**src/rtl/lsu_pkg.sv**
```systemverilog
// Shared constants and helpers for the load/store unit memory master:
// funct3 encodings, FSM state codes and request legality checks.
package lsu_pkg;

  localparam logic [2:0] F3_B  = 3'b000;
  localparam logic [2:0] F3_H  = 3'b001;
  localparam logic [2:0] F3_W  = 3'b010;
  localparam logic [2:0] F3_D  = 3'b011;
  localparam logic [2:0] F3_BU = 3'b100;
  localparam logic [2:0] F3_HU = 3'b101;
  localparam logic [2:0] F3_WU = 3'b110;

  localparam logic [1:0] ST_IDLE = 2'd0;
  localparam logic [1:0] ST_RD   = 2'd1;
  localparam logic [1:0] ST_WR   = 2'd2;
  localparam logic [1:0] ST_RESP = 2'd3;

  // Access size comes from funct3[1:0]; the offset must be a multiple of it.
  function automatic logic is_misaligned(input logic [2:0] funct3, input logic [2:0] off);
    logic mis;
    case (funct3[1:0])
      2'b00:   mis = 1'b0;
      2'b01:   mis = off[0];
      2'b10:   mis = |off[1:0];
      default: mis = |off;
    endcase
    return mis;
  endfunction

  // Loads reject 111 only; stores only exist for widths 000..011.
  function automatic logic is_illegal(input logic store, input logic [2:0] funct3);
    return store ? funct3[2] : (funct3 == 3'b111);
  endfunction

  // Offset used when alignment checking is disabled: low bits below the
  // access size are dropped.
  function automatic logic [2:0] force_align(input logic [2:0] funct3, input logic [2:0] off);
    logic [2:0] r;
    case (funct3[1:0])
      2'b00:   r = off;
      2'b01:   r = {off[2:1], 1'b0};
      2'b10:   r = {off[2], 2'b00};
      default: r = 3'b000;
    endcase
    return r;
  endfunction

endpackage

```
**src/rtl/lsu_byte_lane.sv**
```systemverilog
// Byte-lane steering for a doubleword-wide memory: extracts and extends
// load data, and merges sub-doubleword store data into an old dword.
module lsu_byte_lane
  import lsu_pkg::*;
#(
  parameter int XLEN = 64
) (
  input  logic [XLEN-1:0] rd_dword,
  input  logic [XLEN-1:0] wdata,
  input  logic [2:0]      offset,
  input  logic [2:0]      funct3,
  output logic [XLEN-1:0] load_val,
  output logic [XLEN-1:0] merged
);

  logic [5:0]      sh;
  logic [XLEN-1:0] shifted;
  logic [XLEN-1:0] lane_mask;
  logic [XLEN-1:0] mask;

  function automatic logic [XLEN-1:0] sext8(input logic signed [7:0] v);
    logic signed [XLEN-1:0] r;
    r = v;
    return r;
  endfunction

  function automatic logic [XLEN-1:0] sext16(input logic signed [15:0] v);
    logic signed [XLEN-1:0] r;
    r = v;
    return r;
  endfunction

  function automatic logic [XLEN-1:0] sext32(input logic signed [31:0] v);
    logic signed [XLEN-1:0] r;
    r = v;
    return r;
  endfunction

  // Load extraction: shift the addressed lane down, then extend by funct3.
  always_comb begin
    sh      = {offset, 3'b000};
    shifted = rd_dword >> sh;
    case (funct3)
      F3_B:    load_val = sext8(shifted[7:0]);
      F3_H:    load_val = sext16(shifted[15:0]);
      F3_W:    load_val = sext32(shifted[31:0]);
      F3_BU:   load_val = {{(XLEN-8){1'b0}}, shifted[7:0]};
      F3_HU:   load_val = {{(XLEN-16){1'b0}}, shifted[15:0]};
      F3_WU:   load_val = {{(XLEN-32){1'b0}}, shifted[31:0]};
      F3_D:    load_val = shifted;
      default: load_val = shifted;
    endcase
  end

  // Store merge: replace only the lanes covered by the access width.
  always_comb begin
    case (funct3[1:0])
      2'b00:   lane_mask = {{(XLEN-8){1'b0}}, 8'hFF};
      2'b01:   lane_mask = {{(XLEN-16){1'b0}}, 16'hFFFF};
      2'b10:   lane_mask = {{(XLEN-32){1'b0}}, 32'hFFFF_FFFF};
      default: lane_mask = {XLEN{1'b1}};
    endcase
    mask   = lane_mask << sh;
    merged = (rd_dword & ~mask) | ((wdata << sh) & mask);
  end

endmodule

```
**src/rtl/lsu_mem_master.sv**
```systemverilog
// Memory-port initiator for RV64 loads/stores. One request at a time;
// sub-doubleword stores use read-modify-write on the dword-wide memory.
module lsu_mem_master
  import lsu_pkg::*;
#(
  parameter int XLEN        = 64,
  parameter bit CHECK_ALIGN = 1'b1
) (
  input  logic            clk,
  input  logic            reset,
  input  logic            req_valid,
  output logic            req_ready,
  input  logic            req_store,
  input  logic [2:0]      req_funct3,
  input  logic [XLEN-1:0] req_addr,
  input  logic [XLEN-1:0] req_wdata,
  output logic            resp_valid,
  input  logic            resp_ready,
  output logic [XLEN-1:0] resp_rdata,
  output logic            resp_err,
  output logic            mem_read,
  output logic            mem_write,
  output logic [XLEN-1:0] mem_address,
  output logic [XLEN-1:0] mem_write_data,
  input  logic [XLEN-1:0] mem_read_data
);

  logic [1:0]      state;
  logic            acc_err;
  logic [2:0]      acc_off;

  logic            store_p0;
  logic [2:0]      funct3_p0;
  logic [2:0]      offset_p0;
  logic [XLEN-1:0] wdata_p0;

  logic [XLEN-1:0] load_val;
  logic [XLEN-1:0] merged;

  // Acceptance decode: legality and the lane offset the access will use.
  always_comb begin
    req_ready = (state == ST_IDLE);
    acc_off   = CHECK_ALIGN ? req_addr[2:0] : force_align(req_funct3, req_addr[2:0]);
    acc_err   = is_illegal(req_store, req_funct3) |
                (CHECK_ALIGN & is_misaligned(req_funct3, req_addr[2:0]));
  end

  // Request capture stage: inputs are frozen at acceptance.
  always_ff @(posedge clk) begin
    if (req_ready && req_valid) begin
      store_p0  <= req_store;
      funct3_p0 <= req_funct3;
      offset_p0 <= acc_off;
      wdata_p0  <= req_wdata;
    end
  end

  lsu_byte_lane #(.XLEN(XLEN)) u_lane (
    .rd_dword (mem_read_data),
    .wdata    (wdata_p0),
    .offset   (offset_p0),
    .funct3   (funct3_p0),
    .load_val (load_val),
    .merged   (merged)
  );

  // Control FSM driving registered memory strobes and response outputs.
  always_ff @(posedge clk or posedge reset) begin
    if (reset) begin
      state          <= ST_IDLE;
      mem_read       <= 1'b0;
      mem_write      <= 1'b0;
      mem_address    <= '0;
      mem_write_data <= '0;
      resp_valid     <= 1'b0;
      resp_err       <= 1'b0;
      resp_rdata     <= '0;
    end else begin
      case (state)
        ST_IDLE: begin
          if (req_valid) begin
            if (acc_err) begin
              state      <= ST_RESP;
              resp_valid <= 1'b1;
              resp_err   <= 1'b1;
              resp_rdata <= '0;
            end else begin
              mem_address <= {req_addr[XLEN-1:3], 3'b000};
              if (req_store && (req_funct3[1:0] == 2'b11)) begin
                state          <= ST_WR;
                mem_write      <= 1'b1;
                mem_write_data <= req_wdata;
              end else begin
                state    <= ST_RD;
                mem_read <= 1'b1;
              end
            end
          end
        end
        ST_RD: begin
          mem_read <= 1'b0;
          if (store_p0) begin
            state          <= ST_WR;
            mem_write      <= 1'b1;
            mem_write_data <= merged;
          end else begin
            state      <= ST_RESP;
            resp_valid <= 1'b1;
            resp_err   <= 1'b0;
            resp_rdata <= load_val;
          end
        end
        ST_WR: begin
          state      <= ST_RESP;
          mem_write  <= 1'b0;
          resp_valid <= 1'b1;
          resp_err   <= 1'b0;
          resp_rdata <= '0;
        end
        ST_RESP: begin
          if (resp_ready) begin
            state      <= ST_IDLE;
            resp_valid <= 1'b0;
            resp_err   <= 1'b0;
          end
        end
        default: state <= ST_IDLE;
      endcase
    end
  end

endmodule

```
**config.mk**
```make
export PLATFORM = sky130hd
export DESIGN_NAME = lsu_mem_master
export DESIGN_NICKNAME = d
export VERILOG_FILES = /design/src/rtl/lsu_pkg.sv /design/src/rtl/lsu_byte_lane.sv /design/src/rtl/lsu_mem_master.sv
export SDC_FILE = /design/constraint.sdc
export NUM_CORES = 1
export LEC_CHECK = 0
export CAP_MARGIN = 20
export CORE_UTILIZATION = 53
export DETAILED_ROUTE_END_ITERATION = 7
export PLACE_DENSITY = 0.95
export RECOVER_POWER = 25
export SLEW_MARGIN = 5
export SYNTH_ARGS = -nofsm -noshare
export SYNTH_HDL_FRONTEND = slang
export SYNTH_SLANG_ARGS = --single-unit
export TNS_END_PERCENT = 100
```
**constraint.sdc**
```tcl
create_clock -name clk -period 9.7 [get_ports clk]
set_clock_uncertainty 0.1 [all_clocks]
set_input_delay 1.455 -clock clk [delete_from_list [all_inputs] [get_ports clk]]
set_output_delay 1.455 -clock clk [all_outputs]
set_load 0.02 [all_outputs]
```
# ---- After elaboration in Yosys (flattened, before gate mapping)
# Cells that the tools add are included.
dict set report word_totals {
  reg_bits 266
  inputBits 200
  elab_cells 95
}
dict set report classes {
  eq_ne 22
  shift 3
  n_mux 35
  bitwise 6
  n_reduce_logical 17
}
# cell count
set ops {}
lappend ops {{64-bit two-way mux} 7}
lappend ops {{64-bit case mux with 3 select lines} 2}
lappend ops {{64-bit case mux with 6 select lines} 1}
lappend ops {{64-bit AND} 2}
lappend ops {{64-bit case mux with 2 select lines} 1}
lappend ops {{64-bit by 6-bit left shift with 64-bit output} 2}
lappend ops {{64-bit inverter} 1}
lappend ops {{64-bit bitwise OR} 1}
lappend ops {{64-bit by 6-bit right shift with 64-bit output} 1}
lappend ops {{1-bit two-way mux} 14}
lappend ops {{3-bit == test (second input constant)} 4}
lappend ops {{2-bit inequality test (second input constant)} 6}
lappend ops {{4-bit AND reduction} 3}
lappend ops {{2-bit == test (second input constant)} 5}
lappend ops {{5-bit AND reduction} 2}
lappend ops {{2-bit two-way mux} 4}
lappend ops {{1-bit case mux with 4 select lines} 2}
lappend ops {{2-bit case mux with 4 select lines} 1}
lappend ops {{2-bit by 1-bit == test with 1-bit output (second input constant)} 3}
lappend ops {{2-bit logical NOT} 3}
lappend ops {{1-bit case mux with 3 select lines} 2}
lappend ops {{2-bit by 1-bit inequality test with 1-bit output (second input constant)} 2}
lappend ops {{3-bit by 1-bit == test with 1-bit output (second input constant)} 1}
lappend ops {{3-bit by 2-bit == test with 1-bit output (second input constant)} 1}
lappend ops {{other kinds (11)} 12}

# ---- Longest topological paths before layout
# Gate-level depths: netlist of run 1.
dict set report logic_depth {
  depth_word 8
  mapped_depth 10
  depth_no_buf 7
}

# ---- Cells and area by module
# Synthesis of run 1 repeated with hierarchy kept, for this count alone.
dict set report unflattened {
  hier_cells 1439
  hier_area_um2 15431.0
}
# mod n_inst cells_each area_per_inst_um2 seq_area_each_um2
set by_module_without_submodules {}
lappend by_module_without_submodules {lsu_mem_master 1 816 10974.3 7011.7}
lappend by_module_without_submodules {lsu_byte_lane 1 623 4456.8 0.0}

# ---- Worst setup path before layout of run 1
# Ideal clock, no wire load.
dict set report synth_timing {
  kind {input-to-reg}
  start {input req_valid}
  end {register mem_write_data[7]}
  setup_time_ns 0.136
  t_arrival_ns 5.145
  required_ns 9.464
  setup_slack_ns 4.318
  path_stages 6
  cell_sequence {and2_0 -> a31oi_1 -> buf_2 -> buf_2 -> nand2_1 -> o21ai_0}
}
dict set report synth_between {
  elab_chain_len 2
}
# item line_no
set synth_rtl {}
lappend synth_rtl {{start, declared} lsu_mem_master.sv:11} ;# input logic req_valid,
lappend synth_rtl {{2-bit inequality test (no line)} --}
lappend synth_rtl {{5-bit AND reduction (no line)} --}
lappend synth_rtl {{end signal, assigned} lsu_mem_master.sv:92} ;# mem_write_data <= req_wdata;
lappend synth_rtl {{end signal, assigned} lsu_mem_master.sv:105} ;# mem_write_data <= merged;
lappend synth_rtl {{end, declared} lsu_mem_master.sv:24} ;# output logic [XLEN-1:0] mem_write_data,
# No other way between the ends.
# A chain may end at the register's enable or synchronous reset.

==> results of run 1 <==
==> sequential cells by signal (all words and copies together) (netlist names), 2 cells and up <==
signal,cells
state,2
funct3_p0,3
wdata_p0,64
offset_p0,3
mem_address,61
resp_rdata,64
mem_write_data,64
==> area by class of cell <==
type	count	share of cell area, %
multi-input cells	933	35.3
clock inverters	13	0.680
diodes	2	0.0259
repair buffers	413	21.2
flip-flops and latches	266	36.3
clock buffers	37	4.07
inverters	11	0.220
well taps	335	2.17
==> worst max-delay path by stage <==
stage / from / to / cells after the start
after floorplan: reset / mem_address[10] / 1
after global placement: req_valid / mem_address[12] / 6
after detailed placement: req_valid / mem_write_data[35] / 6
after CTS: offset_p0[0] / mem_write_data[62] / 6
after global routing: reset / mem_write_data[29] / 2
final: reset / mem_write_data[32] / 4
==> power groups by stage <==
stage	registers, mW	logic (mW)	clock network, mW
2_1_floorplan	2.16	1.14	0
3_3_place_gp	1.80	2.58	0
3_5_place_dp	1.82	2.65	0
4_1_cts	1.82	2.68	1.09
5_1_grt	1.86	2.83	1.13
6_report	1.83	2.70	1.09
==> stage by stage <==
step | worst slack [ns] | total power [mW] | instance area (um^2) | utilization, % | hold WS (ns)
6_report | 4.38 | 5.61 | 19300 | 73.3 | 0.376
5_1_grt | 3.44 | 5.83 | 19300 | 73.3 | 0.396
4_1_cts | 5.57 | 5.58 | 19300 | 73.2 | 0.380
3_5_place_dp | 5.18 | 4.48 | 18400 | 69.7 | 0.365
3_3_place_gp | 5.31 | 4.38 | 18400 | 69.7 | 0.361
2_1_floorplan | 2.83 | 3.30 | 14400 | - | 0.482
==> per-layer routing <==
layer	vias up	global-route usage [%]
li1	5596	-
met1	6318	47.6
met2	1085	60.7
met3	189	10.4
met4	0	20.8
met5	-	0
==> cells by family (layout without fill, tap and decap cells) <==
family          Yosys count  in the layout
compound gates          391            391
flops                   266            266
mux                     222            222
buf+inv                 124            474
other cells               1              5
simple gates            312            312
fa+ha+maj                 5              5
==> tightest hold or removal path, delay by kind of cell (launching register included) <==
family	cells	cell delay [ns]
AOI/OAI and AO/OA	1	0.05
DFF	1	0.34
and+or+nand+nor	1	0.06
==> cells in the final DEF, fill, tap and decap left out, types with 12 or more instances in the layout <==
master and count:
dlygate4sd3_1 72, nor2_1 44, clkbuf_16 29, a21o_1 12
o211ai_1 26, o22ai_1 16, nand2_1 166, a211oi_1 15
buf_4 19, o21ai_0 130, a311o_1 13, nor3_1 17
dfrtp_1 195, mux2_2 97, mux2i_1 95, nand3_1 33
o21ai_2 30, edfxtp_1 71, mux4_2 28, a21oi_1 64
nand2b_1 18, clkdlybuf4s50_1 321
==> impl_metrics.toml, run 1 <==
[cts]
clock_sinks = 266
clockBufferDepth = 3
holdBufCountCts = 0
cts_tree = "built"
insertion_delay_ns = 0.56
post_cts_resized = 0
clk_pin_slew_ns = 0.06
htree_num_levels = 1
post-cts-setup-buffers = 0
cts_root_buffer = "clkbuf_16"
cts_buffers = 27

[critical_path]
cp.required_ns = 10.31
cp_slowest_cell = "clkinvlp_2"
crit_arrival_ns = 5.93
worstSetupStartpointType = "input port"
r2r_setup_slack_ns = 5.46
crit_fanout = 117
crit_chain = "dlygate4sd3_1 > clkinvlp_2 > buf_4 > buf_16"
r2r_cells = 7
rr_startpoint = "offset_p0[0]"
critPathKind = "input port to async pin"
critPathTopFamily = "buffers and inverters"
crit_buf_inv = 4
critPathMaxStageDelay_ns = 2.83
reg2reg_to = "mem_write_data[48]"
cp-end-kind = "async pin"

[global_routing]
grt_max_degree = 118
grt_pass1_vias = 13220
grt.overflow.total = 0
grt_pass1_wl_mm = 79.9
antenna_found_initial = 2
grt.total_usage_pct = 38.2

[place]
dpl.hpwl_mm = 39.3
dp_cells = 1957
gp_congestion = 0.988
numPortBuffers = 393

[yosys]
netlist_top_cells_count = "195 x dfrtp_1, 166 x nand2_1, 130 x o21ai_0, 97 x mux2_2, 95 x mux2i_1"
ys_seq_area_share_pct = 48.8
syn_area_um2 = 14400
synth_edf_count = 71
avgSynthCellArea_um2 = 10.9
synthAdderAreaFrac_pct = 0.435
yosys_register_bits = 266
synth_compound_gate_area_share_pct = 18.2
synth_ff_type = "dfrtp_1"
synth_top_area_share_pct = 33.9
synth-simple-area-share_pct = 9.73
yosysUniqueCellTypes = 63
synth_xor_xnor_area_share_pct = 0
ys_warn_count = 0
synth_most_common_cell = "dfrtp_1"
yosys-top-cells-area = "dfrtp_1 34%, edfxtp_1 15%, mux2_2 7.6%, mux2i_1 6.6%, o21ai_0 4.5%"
async_reset_ff_share_pct = 73.3
synth.area.mux_share_pct = 18.8
synth_top_family_by_area = "multiplexers"
synth_top_area_cell = "dfrtp_1"
syn_inst = 1321

[min_path]
whs_endpoint = "resp_rdata[37]"
hold_path_class = "register to register"
min_path_cells = 2
worstHoldStart = "resp_rdata[37]"

[detailed_routing]
drt_pass1_iterations = 8
drtIter0Drc = 1843
drt-total-wl_mm = 53.6
wl_met1_mm = 19.0
wl_met3_mm = 6.69
ant_nets = 0
wl_per_cell_um = 26.7
via_per_inst = 6.56
routed-via-count = 13188
met2_length_mm = 24.9
drc = 0
highest_layer = "met4"

[floorplanning]
num_rows = 59
io_pins = 397
core-area_um2 = 26400
die_height_um = 167
fp.dieArea_um2 = 27800
initial_core_util_pct = 54.6
die_w_um = 167

[cells_and_area]
drive_gt1_share_pct = 14.5
syn_to_final_growth_pct = 34.3
multi_input_comb_area_um2 = 6820
fin_cells = 2010
fillers = 1723
fin_nets = 1857
seq_area_um2 = 7010

[outcome]
violations = "max-capacitance violations, max-slew violations"
status = "finished with violations"

[power]
power_switching_mw = 2.28
power.share.sequential_pct = 32.6
p_clk_share_pct = 19.3
power.share.combinational_pct = 48.1
p_leak_nw = 7.61
internal_power_mw = 3.33
switching_share_pct = 40.7
power_density_nw_per_um2 = 291
peakVddDrop_v = 0.000228

[sta]
setup-violations-final = 0
fmax_mhz = 188
period_needed_ns = 5.32
drv_slew = 118
hold_violations = 0
tightest_slew_ns = 5.10
rsz0062_at_grt = "no"
slew_headroom_pct = -242
finalCritPeriodShare_pct = 54.8
setup_tns_ns = 0

[job]
cap_violations = 1
(Power assumes the default switching activity.)
==> run 2: changes to the inputs <==
--- a/config.mk
+++ b/config.mk
@@ -6,9 +6,9 @@
 export NUM_CORES = 1
 export LEC_CHECK = 0
 export CAP_MARGIN = 20
-export CORE_UTILIZATION = 53
+export CORE_UTILIZATION = 44
 export DETAILED_ROUTE_END_ITERATION = 7
-export PLACE_DENSITY = 0.95
+export PLACE_DENSITY = 0.88
 export RECOVER_POWER = 25
 export SLEW_MARGIN = 5
 export SYNTH_ARGS = -nofsm -noshare
==> constraint.sdc (replaced) <==
create_clock -name clk -period 4.34 [get_ports clk]
set_clock_uncertainty 0.1 [all_clocks]
set_input_delay 0.651 -clock clk [delete_from_list [all_inputs] [get_ports clk]]
set_output_delay 0.651 -clock clk [all_outputs]
set_load 0.02 [all_outputs]
==> impl_metrics.toml, run 2 (synthesis gave the netlist of run 1 again) <==
[outcome]
status = "finished with violations"
violations = "max-capacitance violations, max-slew violations"

[sta]
drv_slew = 50
setup_tns_ns = 0
hold_violations = 0
finalCritPeriodShare_pct = 76.6
tightest_slew_ns = 2.74
worst_slack_ns = 1.01
period_needed_ns = 3.33
fmax_mhz = 301
slew_headroom_pct = -82.4
rsz0062_at_grt = "no"
setup-violations-final = 0

[cells_and_area]
syn_to_final_growth_pct = 36.6
seq_area_um2 = 7010
fin_util_pct = 61.6
reg_top3 = "mem_write_data: 64 flops, resp_rdata: 64 flops, wdata_p0: 64 flops"
final_cell_mix = "322 x clkdlybuf4s50_1, 195 x dfrtp_1, 166 x nand2_1, 130 x o21ai_0, 97 x mux2_2"
multi_input_comb_area_um2 = 6820
fillers = 2591
drive_gt1_share_pct = 15.5
mostFrequentLayoutCell = "clkdlybuf4s50_1"
fin_cells = 2137
fin_nets = 1878

[place]
dp_cells = 2076
pre_cts_slack_ns = 1.09
numPortBuffers = 393
gp_congestion = 1.03
dpl.hpwl_mm = 41.4

[global_routing]
grt_pass1_vias = 13140
grt.total_usage_pct = 32.6
top_usage_layer = "met2"
grt_max_degree = 85
gr-usage-met1_pct = 40.6
grt.overflow.total = 0
grt_pass1_wl_mm = 81.5
met3_usage_pct = 8.34
antenna_found_initial = 6
met2_usage_pct = 52.4

[critical_path]
worstSetupStartpointType = "register"
crit_arrival_ns = 3.65
critPathKind = "register to register"
crit_fanout = 32
r2r_setup_slack_ns = 1.01
cp-end-kind = "register"
cp.required_ns = 4.66

[detailed_routing]
drt_pass1_iterations = 6
drc = 0
ant_nets = 0
drt-total-wl_mm = 55.3
routed-via-count = 13255
wl_per_cell_um = 25.9
via_per_inst = 6.20
drtIter0Drc = 1650

[cts]
cts_root_buffer = "clkbuf_16"
clk_pin_slew_ns = 0.06
insertion_delay_ns = 0.59
post-cts-setup-buffers = 0
htree_num_levels = 1
cts_buffers = 30
cts_tree = "built"
clock_sinks = 266
clockBufferDepth = 3
post_cts_resized = 0
holdBufCountCts = 0

[power]
p_leak_nw = 7.72
power_mw = 12.7
peakVddDrop_v = 0.000505
power_density_nw_per_um2 = 645

[job]
cap_violations = 1

[floorplanning]
initial_core_util_pct = 45.1
die_height_um = 183
io_pins = 397
num_rows = 65
fp.dieArea_um2 = 33400
die_w_um = 183
core-area_um2 = 31900

[min_path]
hold_path_class = "input port to async pin"
==> run 2: cell types whose count changed in the layout (fill, tap and decap cells not counted), sizes merged <==
cell,delta
buf,+17
clkinv,+12
clkbuf,-4
diode,+3
clkdlybuf4s50,+1
dlygate4sd3,-1
inv,-1
==> run 2: layer usage <==
metal,vias to the layer above,wire length (um),part of all wire [%]
li1,5664,-,-
met1,6408,19900,36
met2,994,25600,46
met3,187,6440,12
met4,2,3280,5.9
met5,-,12,0.022
==> run 2: layout make-up <==
type / instances / area share [%]
Inverter: 11 / 0.217
Clock inverter: 24 / 1.05
Multi-Input combinational cell: 933 / 34.7
Tap cell: 435 / 2.77
Sequential cell: 266 / 35.7
Antenna cell: 5 / 0.0637
Timing Repair Buffer: 431 / 21.6
Clock buffer: 32 / 3.86
==> run 2: power by group <==
group | internal (mW) | leakage (nW) | switching (mW)
combinational | 2.62 | 4.13 | 3.47
sequential | 3.48 | 3.11 | 0.578
clock | 1.40 | 0.475 | 1.12
total | 7.50 | 7.72 | 5.17
==> run 2: final timing paths <==
check | startpoint | endpoint | cells past startpoint
worst min register to register | resp_rdata[9] | resp_rdata[9] | 2
min in group clk | resp_rdata[9] | resp_rdata[9] | 2
worst min-delay path | reset | resp_rdata[7] | 2
worst max-delay path | offset_p0[0] | resp_rdata[62] | 7
worst max register to register | offset_p0[0] | resp_rdata[62] | 7
max in group asynchronous | reset | mem_write_data[20] | 3
==> run 2: per-stage QoR <==
step | instance area [um^2] | hold slack [ns]
after floorplan | 14400 | 0.482
after global placement | 18700 | 0.359
after detailed placement | 18700 | 0.365
after CTS | 19700 | 0.218
after global routing | 19600 | 0.223
final | 19600 | 0.209
==> run 2: worst max-delay path, cell delays in order (launching register included) <==
cell and delay [ns]:
edfxtp_1 0.81, buf_4 0.35, mux2_2 0.39, mux4_2 0.48
nor4b_4 0.16, a211oi_4 0.15, buf_4 0.47, o21ai_0 0.17
